==> src/rtl/rps_pkg.sv <==
// Shared encodings for the rock-paper-scissors round controller: gestures,
// round results, match winner and controller state codes.
package rps_pkg;

  typedef enum logic [1:0] {
    MV_NONE     = 2'b00,
    MV_ROCK     = 2'b01,
    MV_PAPER    = 2'b10,
    MV_SCISSORS = 2'b11
  } move_t;

  typedef enum logic [1:0] {
    RES_DRAW = 2'b00,
    RES_P1   = 2'b01,
    RES_P2   = 2'b10,
    RES_NC   = 2'b11
  } result_t;

  typedef enum logic [1:0] {
    WN_NONE = 2'b00,
    WN_P1   = 2'b01,
    WN_P2   = 2'b10
  } winner_t;

  typedef enum logic [2:0] {
    ST_IDLE    = 3'd0,
    ST_CLEAR   = 3'd1,
    ST_ARM     = 3'd2,
    ST_COLLECT = 3'd3,
    ST_JUDGE   = 3'd4,
    ST_OVER    = 3'd5
  } state_e;

endpackage

==> src/rtl/rps_round_ctrl_if.sv <==
// Player/timer/result bundle between the round controller and its environment.
interface rps_round_ctrl_if #(
  parameter int SCORE_W = 4
);
  // Handshake: every *_valid (and start) is a single-cycle qualifier sampled on
  // posedge clk; there is no ready, the controller ignores anything it cannot use.
  logic               start;
  logic [1:0]         p1_move;
  logic [1:0]         p2_move;
  logic               p1_valid;
  logic               p2_valid;
  logic               timer_done;
  logic               timer_in;
  logic               timer_clr;
  logic [SCORE_W-1:0] score1;
  logic [SCORE_W-1:0] score2;
  logic [1:0]         round_result;
  logic               result_valid;
  logic               match_over;
  logic [1:0]         winner;
  logic [2:0]         dbg_state;

  modport master (
    output start, p1_move, p2_move, p1_valid, p2_valid, timer_done,
    input  timer_in, timer_clr, score1, score2, round_result, result_valid,
           match_over, winner, dbg_state
  );

  modport slave (
    input  start, p1_move, p2_move, p1_valid, p2_valid, timer_done,
    output timer_in, timer_clr, score1, score2, round_result, result_valid,
           match_over, winner, dbg_state
  );
endinterface

==> src/rtl/rps_judge.sv <==
// Pure combinational referee: two gestures in, round result out.
// A missing gesture on either side yields no-contest.
module rps_judge
  import rps_pkg::*;
(
  input  move_t   a_i,
  input  move_t   b_i,
  output result_t result_o
);

  always_comb begin
    result_o = RES_P2;
    if (a_i == MV_NONE || b_i == MV_NONE) begin
      result_o = RES_NC;
    end else if (a_i == b_i) begin
      result_o = RES_DRAW;
    end else if ((a_i == MV_ROCK     && b_i == MV_SCISSORS) ||
                 (a_i == MV_SCISSORS && b_i == MV_PAPER)    ||
                 (a_i == MV_PAPER    && b_i == MV_ROCK)) begin
      result_o = RES_P1;
    end
  end

endmodule

==> src/rtl/rps_round_ctrl.sv <==
// Rock-paper-scissors match controller: sequences rounds against an external
// timer, scores them, ends the match at WIN_ROUNDS. Macro RPS_TIMEOUT_FORFEIT_EN.
module rps_round_ctrl
  import rps_pkg::*;
#(
  parameter int WIN_ROUNDS = 3,
  parameter int SCORE_W    = 4
) (
  input  logic            clk,
  input  logic            reset,
  rps_round_ctrl_if.slave bus
);

  localparam logic [2:0] S_IDLE    = ST_IDLE;
  localparam logic [2:0] S_CLEAR   = ST_CLEAR;
  localparam logic [2:0] S_ARM     = ST_ARM;
  localparam logic [2:0] S_COLLECT = ST_COLLECT;
  localparam logic [2:0] S_JUDGE   = ST_JUDGE;
  localparam logic [2:0] S_OVER    = ST_OVER;

  localparam logic [SCORE_W-1:0] WIN_L = SCORE_W'(WIN_ROUNDS);
  localparam logic [SCORE_W-1:0] ONE_L = SCORE_W'(1);

  logic [2:0]         state_q, state_d;
  move_t              p1_q, p1_d, p2_q, p2_d;
  logic [SCORE_W-1:0] score1_q, score1_d, score2_q, score2_d;
  result_t            res_q, res_d;
  winner_t            win_q, win_d;
  result_t            judged;
  result_t            round_res;
  logic [SCORE_W-1:0] score1_inc, score2_inc;

  // A lock is simply a non-NONE stored move, so the judge sees unlocked sides as NONE.
  rps_judge u_judge (
    .a_i      (p1_q),
    .b_i      (p2_q),
    .result_o (judged)
  );

  always_comb begin
    round_res = judged;
`ifdef RPS_TIMEOUT_FORFEIT_EN
    if (p1_q != MV_NONE && p2_q == MV_NONE) begin
      round_res = RES_P1;
    end else if (p1_q == MV_NONE && p2_q != MV_NONE) begin
      round_res = RES_P2;
    end
`endif
  end

  assign score1_inc = score1_q + ONE_L;
  assign score2_inc = score2_q + ONE_L;

  always_comb begin
    state_d  = state_q;
    p1_d     = p1_q;
    p2_d     = p2_q;
    score1_d = score1_q;
    score2_d = score2_q;
    res_d    = res_q;
    win_d    = win_q;
    case (state_q)
      S_IDLE, S_OVER: begin
        if (bus.start) begin
          state_d  = S_CLEAR;
          score1_d = '0;
          score2_d = '0;
          win_d    = WN_NONE;
        end
      end
      S_CLEAR: begin
        p1_d    = MV_NONE;
        p2_d    = MV_NONE;
        state_d = S_ARM;
      end
      S_ARM: begin
        // The timer reports done while idle; wait until it is actually counting.
        if (!bus.timer_done) state_d = S_COLLECT;
      end
      S_COLLECT: begin
        if (p1_q == MV_NONE && bus.p1_valid && bus.p1_move != MV_NONE)
          p1_d = move_t'(bus.p1_move);
        if (p2_q == MV_NONE && bus.p2_valid && bus.p2_move != MV_NONE)
          p2_d = move_t'(bus.p2_move);
        if ((p1_d != MV_NONE && p2_d != MV_NONE) || bus.timer_done)
          state_d = S_JUDGE;
      end
      S_JUDGE: begin
        res_d   = round_res;
        state_d = S_CLEAR;
        if (round_res == RES_P1) begin
          score1_d = score1_inc;
          if (score1_inc == WIN_L) begin
            state_d = S_OVER;
            win_d   = WN_P1;
          end
        end else if (round_res == RES_P2) begin
          score2_d = score2_inc;
          if (score2_inc == WIN_L) begin
            state_d = S_OVER;
            win_d   = WN_P2;
          end
        end
      end
      default: state_d = S_IDLE;
    endcase
  end

  always_ff @(posedge clk) begin
    if (reset) begin
      state_q  <= S_IDLE;
      p1_q     <= MV_NONE;
      p2_q     <= MV_NONE;
      score1_q <= '0;
      score2_q <= '0;
      res_q    <= RES_DRAW;
      win_q    <= WN_NONE;
    end else begin
      state_q  <= state_d;
      p1_q     <= p1_d;
      p2_q     <= p2_d;
      score1_q <= score1_d;
      score2_q <= score2_d;
      res_q    <= res_d;
      win_q    <= win_d;
    end
  end

  assign bus.timer_clr    = (state_q == S_CLEAR);
  assign bus.timer_in     = (state_q == S_ARM) || (state_q == S_COLLECT);
  assign bus.result_valid = (state_q == S_JUDGE);
  assign bus.round_result = (state_q == S_JUDGE) ? round_res : res_q;
  assign bus.match_over   = (state_q == S_OVER);
  assign bus.winner       = win_q;
  assign bus.score1       = score1_q;
  assign bus.score2       = score2_q;
  assign bus.dbg_state    = state_q;

endmodule

==> src/flat_wrapper.sv <==
// flat-port wrapper written by rule: the top's interface ports become plain ports
module rps_round_ctrl_flat import rps_pkg::*;
#(
  parameter int WIN_ROUNDS = 3,
  parameter int SCORE_W    = 4
)
  (clk, reset, bus_start, bus_p1_move, bus_p2_move, bus_p1_valid, bus_p2_valid, bus_timer_done, bus_timer_in, bus_timer_clr, bus_score1, bus_score2, bus_round_result, bus_result_valid, bus_match_over, bus_winner, bus_dbg_state);
  rps_round_ctrl_if #(.SCORE_W(SCORE_W)) bus_i ();
  input  logic clk;
  input  logic reset;
  input wire logic [$bits(bus_i.start)-1:0] bus_start;
  input wire logic [$bits(bus_i.p1_move)-1:0] bus_p1_move;
  input wire logic [$bits(bus_i.p2_move)-1:0] bus_p2_move;
  input wire logic [$bits(bus_i.p1_valid)-1:0] bus_p1_valid;
  input wire logic [$bits(bus_i.p2_valid)-1:0] bus_p2_valid;
  input wire logic [$bits(bus_i.timer_done)-1:0] bus_timer_done;
  output wire logic [$bits(bus_i.timer_in)-1:0] bus_timer_in;
  output wire logic [$bits(bus_i.timer_clr)-1:0] bus_timer_clr;
  output wire logic [$bits(bus_i.score1)-1:0] bus_score1;
  output wire logic [$bits(bus_i.score2)-1:0] bus_score2;
  output wire logic [$bits(bus_i.round_result)-1:0] bus_round_result;
  output wire logic [$bits(bus_i.result_valid)-1:0] bus_result_valid;
  output wire logic [$bits(bus_i.match_over)-1:0] bus_match_over;
  output wire logic [$bits(bus_i.winner)-1:0] bus_winner;
  output wire logic [$bits(bus_i.dbg_state)-1:0] bus_dbg_state;
  assign bus_i.start = bus_start;
  assign bus_i.p1_move = bus_p1_move;
  assign bus_i.p2_move = bus_p2_move;
  assign bus_i.p1_valid = bus_p1_valid;
  assign bus_i.p2_valid = bus_p2_valid;
  assign bus_i.timer_done = bus_timer_done;
  assign bus_timer_in = bus_i.timer_in;
  assign bus_timer_clr = bus_i.timer_clr;
  assign bus_score1 = bus_i.score1;
  assign bus_score2 = bus_i.score2;
  assign bus_round_result = bus_i.round_result;
  assign bus_result_valid = bus_i.result_valid;
  assign bus_match_over = bus_i.match_over;
  assign bus_winner = bus_i.winner;
  assign bus_dbg_state = bus_i.dbg_state;
  rps_round_ctrl #(.WIN_ROUNDS(WIN_ROUNDS), .SCORE_W(SCORE_W)) u_core (.clk(clk), .reset(reset), .bus(bus_i));
endmodule
==> config.mk <==
export PLATFORM = sky130hd
export DESIGN_NAME = rps_round_ctrl_flat
export DESIGN_NICKNAME = d
export VERILOG_FILES = /design/src/rtl/rps_pkg.sv /design/src/rtl/rps_round_ctrl_if.sv /design/src/rtl/rps_judge.sv /design/src/rtl/rps_round_ctrl.sv /design/src/flat_wrapper.sv
export SDC_FILE = /design/constraint.sdc
export NUM_CORES = 1
export LEC_CHECK = 0
export CORE_MARGIN = 1
export CORE_UTILIZATION = 55
export CTS_BUF_LIST = sky130_fd_sc_hd__clkbuf_8
export DETAILED_ROUTE_END_ITERATION = 16
export GPL_ROUTABILITY_DRIVEN = 0
export PLACE_DENSITY = 0.87
export SKIP_CTS_REPAIR_TIMING = 1
export SKIP_LAST_GASP = 1
export SYNTH_ARGS = -nofsm -noshare
export SYNTH_HDL_FRONTEND = slang
export SYNTH_SLANG_ARGS = --single-unit
==> constraint.sdc <==
create_clock -name clk -period 3.5 [get_ports clk]
set_input_delay 0.7 -clock clk [delete_from_list [all_inputs] [get_ports clk]]
set_output_delay 0.7 -clock clk [all_outputs]
set_load 0.01 [all_outputs]
==> results.yml, run 1 <==
clock_network:
  clockRootBuffer: "clkbuf_8"
  ctsHtreeMaxLevel: 1
  path_clk_slew_ps: 70
  insertion_delay_ps: 260
  clock_path_buffers: 2
  cts_tree: "built"
  cts_buffers: 3
  cts_sinks: 19
synthesis:
  synth_cell_types: 45
  ys_async_sr_fraction: 0
  synth_edf_count: 0
  syn_inst: 170
  ys_seq_area_frac: 0.299
  synth_area_mm2: 0.00127
  syn_nets: 186
  synthFlopType: "dfxtp_1"
  yosys_warnings: 0
  syn-mean-instance-area_um2: 7.48
  ys_seq_elements: 19
floorplan:
  ios: 29
  rows: 17
  dieArea_mm2: 0.00251
  core_area_mm2: 0.00219
  start_util: 0.580
  die-width_um: 50.1
  fp.dieH_um: 50.1
placement:
  placed_cell_area_mm2: 0.00155
  io_buffers: 28
  dp_hpwl_um: 2130
route:
  via_per_inst: 5.91
  ant_nets: 0
  num_vias: 1318
  wl_per_cell_um: 13.6
  drt_wl_total_um: 3040
  drtPass1Iterations: 4
  dr.first_iter.drc_count: 34
  drc: 0
worst_setup_path:
  worst-path-max-fanout: 16
  rrSetupSlack_ps: 1130
  rr_startpoint: "u_core.p2_q[1]"
  required_ps: 2800
  path_class: "reg -> out"
  r2r_end: "u_core.bus.score2[1]"
  startpoint: "u_core.bus.dbg_state[2]"
  arrival_ps: 2230
  critPathMaxStageDelay_ps: 600
  cp-endpoint: "bus_round_result[1]"
  end_kind: "output port"
  crit_slowest_cell: "dfxtp_1"
  worst_r2r_path_depth: 10
  worstPathCellList: "or3b_1 -> o21ai_1 -> clkdlybuf4s50_1"
  startpoint_type: "flip-flop"
timing:
  tightest_slew_ps: 760
  hold_viol: 0
  grt_setup_unrepaired: "no"
  setup-tns-final_ps: 0
  finClkSkew_ps: 1.30
  timing.slew.headroom: 0.486
  finalMaxSlewViolations: 0
  period_share: 0.838
  period_minus_slack_ps: 2930
  setup_viol: 0
  fmaxAchievable_mhz: 341
finish:
  syn2layout_area_growth_pct: 25.4
  final_util: 0.728
  fin_nets: 212
  drive_gt1_frac: 0.0308
  fin_area_mm2: 0.00159
  antenna_cells: 0
pwr:
  total_power_uw: 758
  vdd_drop_max_mv: 0.348
  p_per_area_mw_per_mm2: 476
  power.leakage_nw: 0.550
grt:
  overflow: 0
  antenna_found_initial: 0
  grt_pass1_wl_um: 4900
  grt_pass1_vias: 1146
  grt_start_max_net_pins: 19
  grt_use_total: 0.250
worst_hold_path:
  holdCritPathClass: "reg -> reg"
run:
  cap_violations: 0
outcome:
  run_status: "finished, final reports clean"
[where the power goes]
| group | switching (mW) | internal, mW |
|---|---|---|
| registers | 0.0593 | 0.240 |
| clock network | 0.0743 | 0.0792 |
| logic | 0.155 | 0.151 |
| total | 0.288 | 0.470 |
[logic make-up after synthesis]
group / synth area share
and+or+nand+nor: 0.324
AOI/OAI and AO/OA: 0.233
buffers and inverters: 0.0699
DFF: 0.299
adders and majority gates: 0.0591
xor gates and xnor gates: 0.00689
muxes: 0.00787
[cell usage after synthesis (3+ instances only)]
| master | instances | share of area |
|---|---|---|
| nor2_1 | 28 | 0.083 |
| dfxtp_1 | 19 | 0.30 |
| a21oi_1 | 12 | 0.047 |
| inv_1 | 11 | 0.032 |
| nand2_1 | 10 | 0.030 |
| o21ai_1 | 7 | 0.028 |
| ha_1 | 6 | 0.059 |
| nor2b_1 | 6 | 0.030 |
| clkbuf_1 | 5 | 0.015 |
| nand3_1 | 5 | 0.020 |
| nor3b_1 | 5 | 0.030 |
| o21ai_0 | 5 | 0.020 |
| a41oi_1 | 4 | 0.028 |
| nor3_1 | 4 | 0.016 |
| or3_1 | 4 | 0.020 |
| nor4b_1 | 3 | 0.021 |
[layer usage]
metal	wire length, µm	share of wire	track usage
met1	1400	0.46	0.308
met2	1510	0.50	0.427
met3	105	0.035	0.0432
met4	23	0.0076	0.0952
met5	0	0	0
[registers in the layout (all words and copies together) (netlist names)]
register              count
u_core.bus.score2         4
u_core.p2_q               2
u_core.bus.score1         4
u_core.p1_q               2
u_core.res_q              2
u_core.bus.winner         2
u_core.bus.dbg_state      3
[critical path, delay by kind of cell (launching register included)]
family / cells / cell delay, ps
compound gates: 1 / 230
buf+inv: 1 / 560
simple gates: 1 / 590
flops: 1 / 600
[stage by stage]
| step | worst slack [ps] | cells | hold WS (ps) |
|---|---|---|---|
| 2_1_floorplan | 1360 | 170 | 522 |
| 3_3_place_gp | 942 | 219 | 499 |
| 3_5_place_dp | 895 | 219 | 521 |
| 4_1_cts | 607 | 223 | 534 |
| 5_1_grt | 449 | 223 | 574 |
| 6_report | 569 | 223 | 526 |
[placed cells by master (no fill, tap or decap), drive strengths merged, types with 2 or more instances in the layout]
master         synthesis  layout
nor2                  28      28
clkdlybuf4s50          0      28
dfxtp                 19      19
a21oi                 12      12
o21ai                 12      12
inv                   11      11
nand2                 10      10
nor2b                  6       6
ha                     6       6
nand3                  6       6
nor3b                  5       5
a41oi                  4       4
or3                    4       4
nor3                   4       4
nor4b                  3       3
clkbuf                 5       3
o22ai                  2       2
or3b                   2       2
nand2b                 2       2
and2                   2       2
a21o                   2       2
o31ai                  2       2
nor4                   2       2
clkinv                 1       2
[area by class of cell]
| type | count | area, µm² |
|---|---|---|
| clock buffers | 3 | 41.3 |
| clock inverters | 1 | 5.00 |
| fillers | 161 | 597 |
| inverters | 12 | 50.0 |
| multi-input cells | 132 | 802 |
| flip-flops and latches | 19 | 380 |
| well taps | 28 | 35.0 |
| repair buffers | 28 | 280 |
[how the worst min path moves through the flow]
stage | startpoint | endpoint | depth (start not counted)
2_1_floorplan | u_core.p2_q[1] | u_core.p2_q[1] | 2
3_3_place_gp | u_core.bus.winner[0] | u_core.bus.winner[0] | 2
3_5_place_dp | u_core.bus.winner[0] | u_core.bus.winner[0] | 2
4_1_cts | u_core.bus.winner[0] | u_core.bus.winner[0] | 2
5_1_grt | u_core.bus.winner[0] | u_core.bus.winner[0] | 2
6_report | u_core.bus.winner[0] | u_core.bus.winner[0] | 2
Note: power is estimated with default switching activity, not from simulation.
==> inputs of run 2 (changes only) <==
--- a/config.mk
+++ b/config.mk
@@ -6,11 +6,11 @@
 export NUM_CORES = 1
 export LEC_CHECK = 0
 export CORE_MARGIN = 1
-export CORE_UTILIZATION = 55
+export CORE_UTILIZATION = 47
 export CTS_BUF_LIST = sky130_fd_sc_hd__clkbuf_8
 export DETAILED_ROUTE_END_ITERATION = 16
 export GPL_ROUTABILITY_DRIVEN = 0
-export PLACE_DENSITY = 0.87
+export PLACE_DENSITY = 0.8
 export SKIP_CTS_REPAIR_TIMING = 1
 export SKIP_LAST_GASP = 1
 export SYNTH_ARGS = -nofsm -noshare
==> constraint.sdc (replaced) <==
create_clock -name clk -period 2.4 [get_ports clk]
set_input_delay 0.48 -clock clk [delete_from_list [all_inputs] [get_ports clk]]
set_output_delay 0.48 -clock clk [all_outputs]
set_load 0.01 [all_outputs]
==> run 2 against run 1 <==
Compared with the run above: via count down 1.5%; non-clock buffer count up 5; critical endpoint unchanged; final cell count up 3.1%; critical path depth up 1; utilization down 7.4 points; die area up 16%; global-route usage down 1.8 points; clock power up 38%; power up 50%; register-to-register slack worse by 910 ps; clock-buffer cell count unchanged; largest power group unchanged; wire length up 3.1%.
==> results.yml, run 2 (synthesis results as in run 1) <==
clock_network:
  cts_tree: "built"
  cts_sinks: 19
  path_clk_slew_ps: 70
  cts_buffers: 3
  ctsHtreeMaxLevel: 1
  clockRootBuffer: "clkbuf_8"
  clock_path_buffers: 2
  insertion_delay_ps: 250
outcome:
  run_status: "finished, final reports clean"
timing:
  timing.slew.headroom: 0.742
  fmaxAchievable_mhz: 432
  period_share: 0.966
  grt_setup_unrepaired: "no"
  hold_viol: 0
  tightest_slew_ps: 382
  setup_viol: 0
  period_minus_slack_ps: 2320
  finClkSkew_ps: 1.05
  setup-tns-final_ps: 0
  finalMaxSlewViolations: 0
route:
  drtPass1Iterations: 4
  drc: 0
  drt_wl_total_um: 3140
  wl_per_cell_um: 13.6
  ant_nets: 0
  via_per_inst: 5.64
  dr.first_iter.drc_count: 29
  num_vias: 1298
placement:
  dp_cells: 226
  dp_hpwl_um: 2320
  io_buffers: 28
grt:
  grt_start_max_net_pins: 17
  antenna_found_initial: 0
  grt_pass1_wl_um: 4980
  overflow: 0
  grt_pass1_vias: 1197
  grt_use_total: 0.233
floorplan:
  ios: 29
  core_area_mm2: 0.00252
  die-width_um: 54.0
  start_util: 0.504
  dieArea_mm2: 0.00292
  rows: 18
  fp.dieH_um: 54.0
finish:
  finalNonFillerCells: 230
  antenna_cells: 0
  final_cell_mix: "nor2_1, clkdlybuf4s50_1, dfxtp_1, inv_1, a21oi_1"
  drive_gt1_frac: 0.0750
  final_util: 0.654
  syn2layout_area_growth_pct: 29.7
  fin_nets: 217
  nFillCells: 222
worst_hold_path:
  min_from: "u_core.bus.winner[0]"
  holdCritPathClass: "reg -> reg"
worst_setup_path:
  path_class: "reg -> out"
  startpoint: "u_core.p2_q[0]"
  arrival_ps: 1840
  startpoint_type: "flip-flop"
  end_kind: "output port"
  rr_startpoint: "u_core.p2_q[1]"
  worst-path-max-fanout: 7
  cp-endpoint: "bus_round_result[1]"
  r2r_end: "u_core.bus.score2[1]"
  rrSetupSlack_ps: 220
  worst_r2r_path_depth: 10
  required_ps: 1920
pwr:
  vdd_drop_max_mv: 0.461
  p_per_area_mw_per_mm2: 691
  power.leakage_nw: 0.582
run:
  cap_violations: 0
run 2: worst max-delay path, stage by stage, from the launching register on:
cell and delay, ps:
dfxtp_1 470, mux2i_1 270, o22ai_2 120, o21ai_1 180, clkdlybuf4s50_1 560
run 2: report_power, final:
part / internal (mW) / leakage (nW) / total, mW / switching [mW]
clock: 0.113 / 0.0269 / 0.211 / 0.0975
sequential: 0.351 / 0.154 / 0.379 / 0.0282
combinational: 0.257 / 0.400 / 0.550 / 0.293
run 2: how the worst min path moves through the flow:
| stage | to | depth (start not counted) |
|---|---|---|
| after global placement | u_core.bus.winner[0] | 2 |
| after global routing | u_core.bus.winner[0] | 2 |
| after detailed placement | u_core.bus.winner[0] | 2 |
| final | u_core.bus.winner[0] | 2 |
| after CTS | u_core.bus.winner[0] | 2 |
| after floorplan | u_core.p2_q[1] | 2 |
run 2: routing by layer:
layer,vias to the layer above,track usage,part of all wire
met5,-,0,0
met4,0,0.0641,0.0061
met3,2,0.0254,0.034
met2,24,0.409,0.50
met1,599,0.297,0.46
li1,673,-,-
run 2: through the flow:
stage / power (mW) / instance area, µm² / worst slack (ps) / hold WS [ps]
floorplan: 0.715 / 1270 / 259 / 522
global placement: 0.907 / 1590 / 242 / 499
detailed placement: 0.923 / 1590 / 124 / 505
CTS: 1.14 / 1630 / 16.0 / 519
global route: 1.22 / 1650 / 0.715 / 530
finish: 1.14 / 1650 / 82.5 / 522
run 2: final cells by class:
type | instances | area (µm²) | area share
Multi-Input combinational cell | 132 | 817 | 0.495
Sequential cell | 19 | 382 | 0.231
Timing Repair Buffer | 33 | 318 | 0.193
Inverter | 12 | 50.0 | 0.0303
Clock buffer | 3 | 41.3 | 0.0250
Tap cell | 30 | 37.5 | 0.0228
Clock inverter | 1 | 3.75 | 0.00228
==> inputs of run 3 (changes only) <==
--- a/config.mk
+++ b/config.mk
@@ -5,6 +5,7 @@
 export SDC_FILE = /design/constraint.sdc
 export NUM_CORES = 1
 export LEC_CHECK = 0
+export CAP_MARGIN = 20
 export CORE_MARGIN = 1
 export CORE_UTILIZATION = 47
 export CTS_BUF_LIST = sky130_fd_sc_hd__clkbuf_8
==> results of run 3 <==
Same layout as run 2: the final DEF is identical, and so are final timing and power.
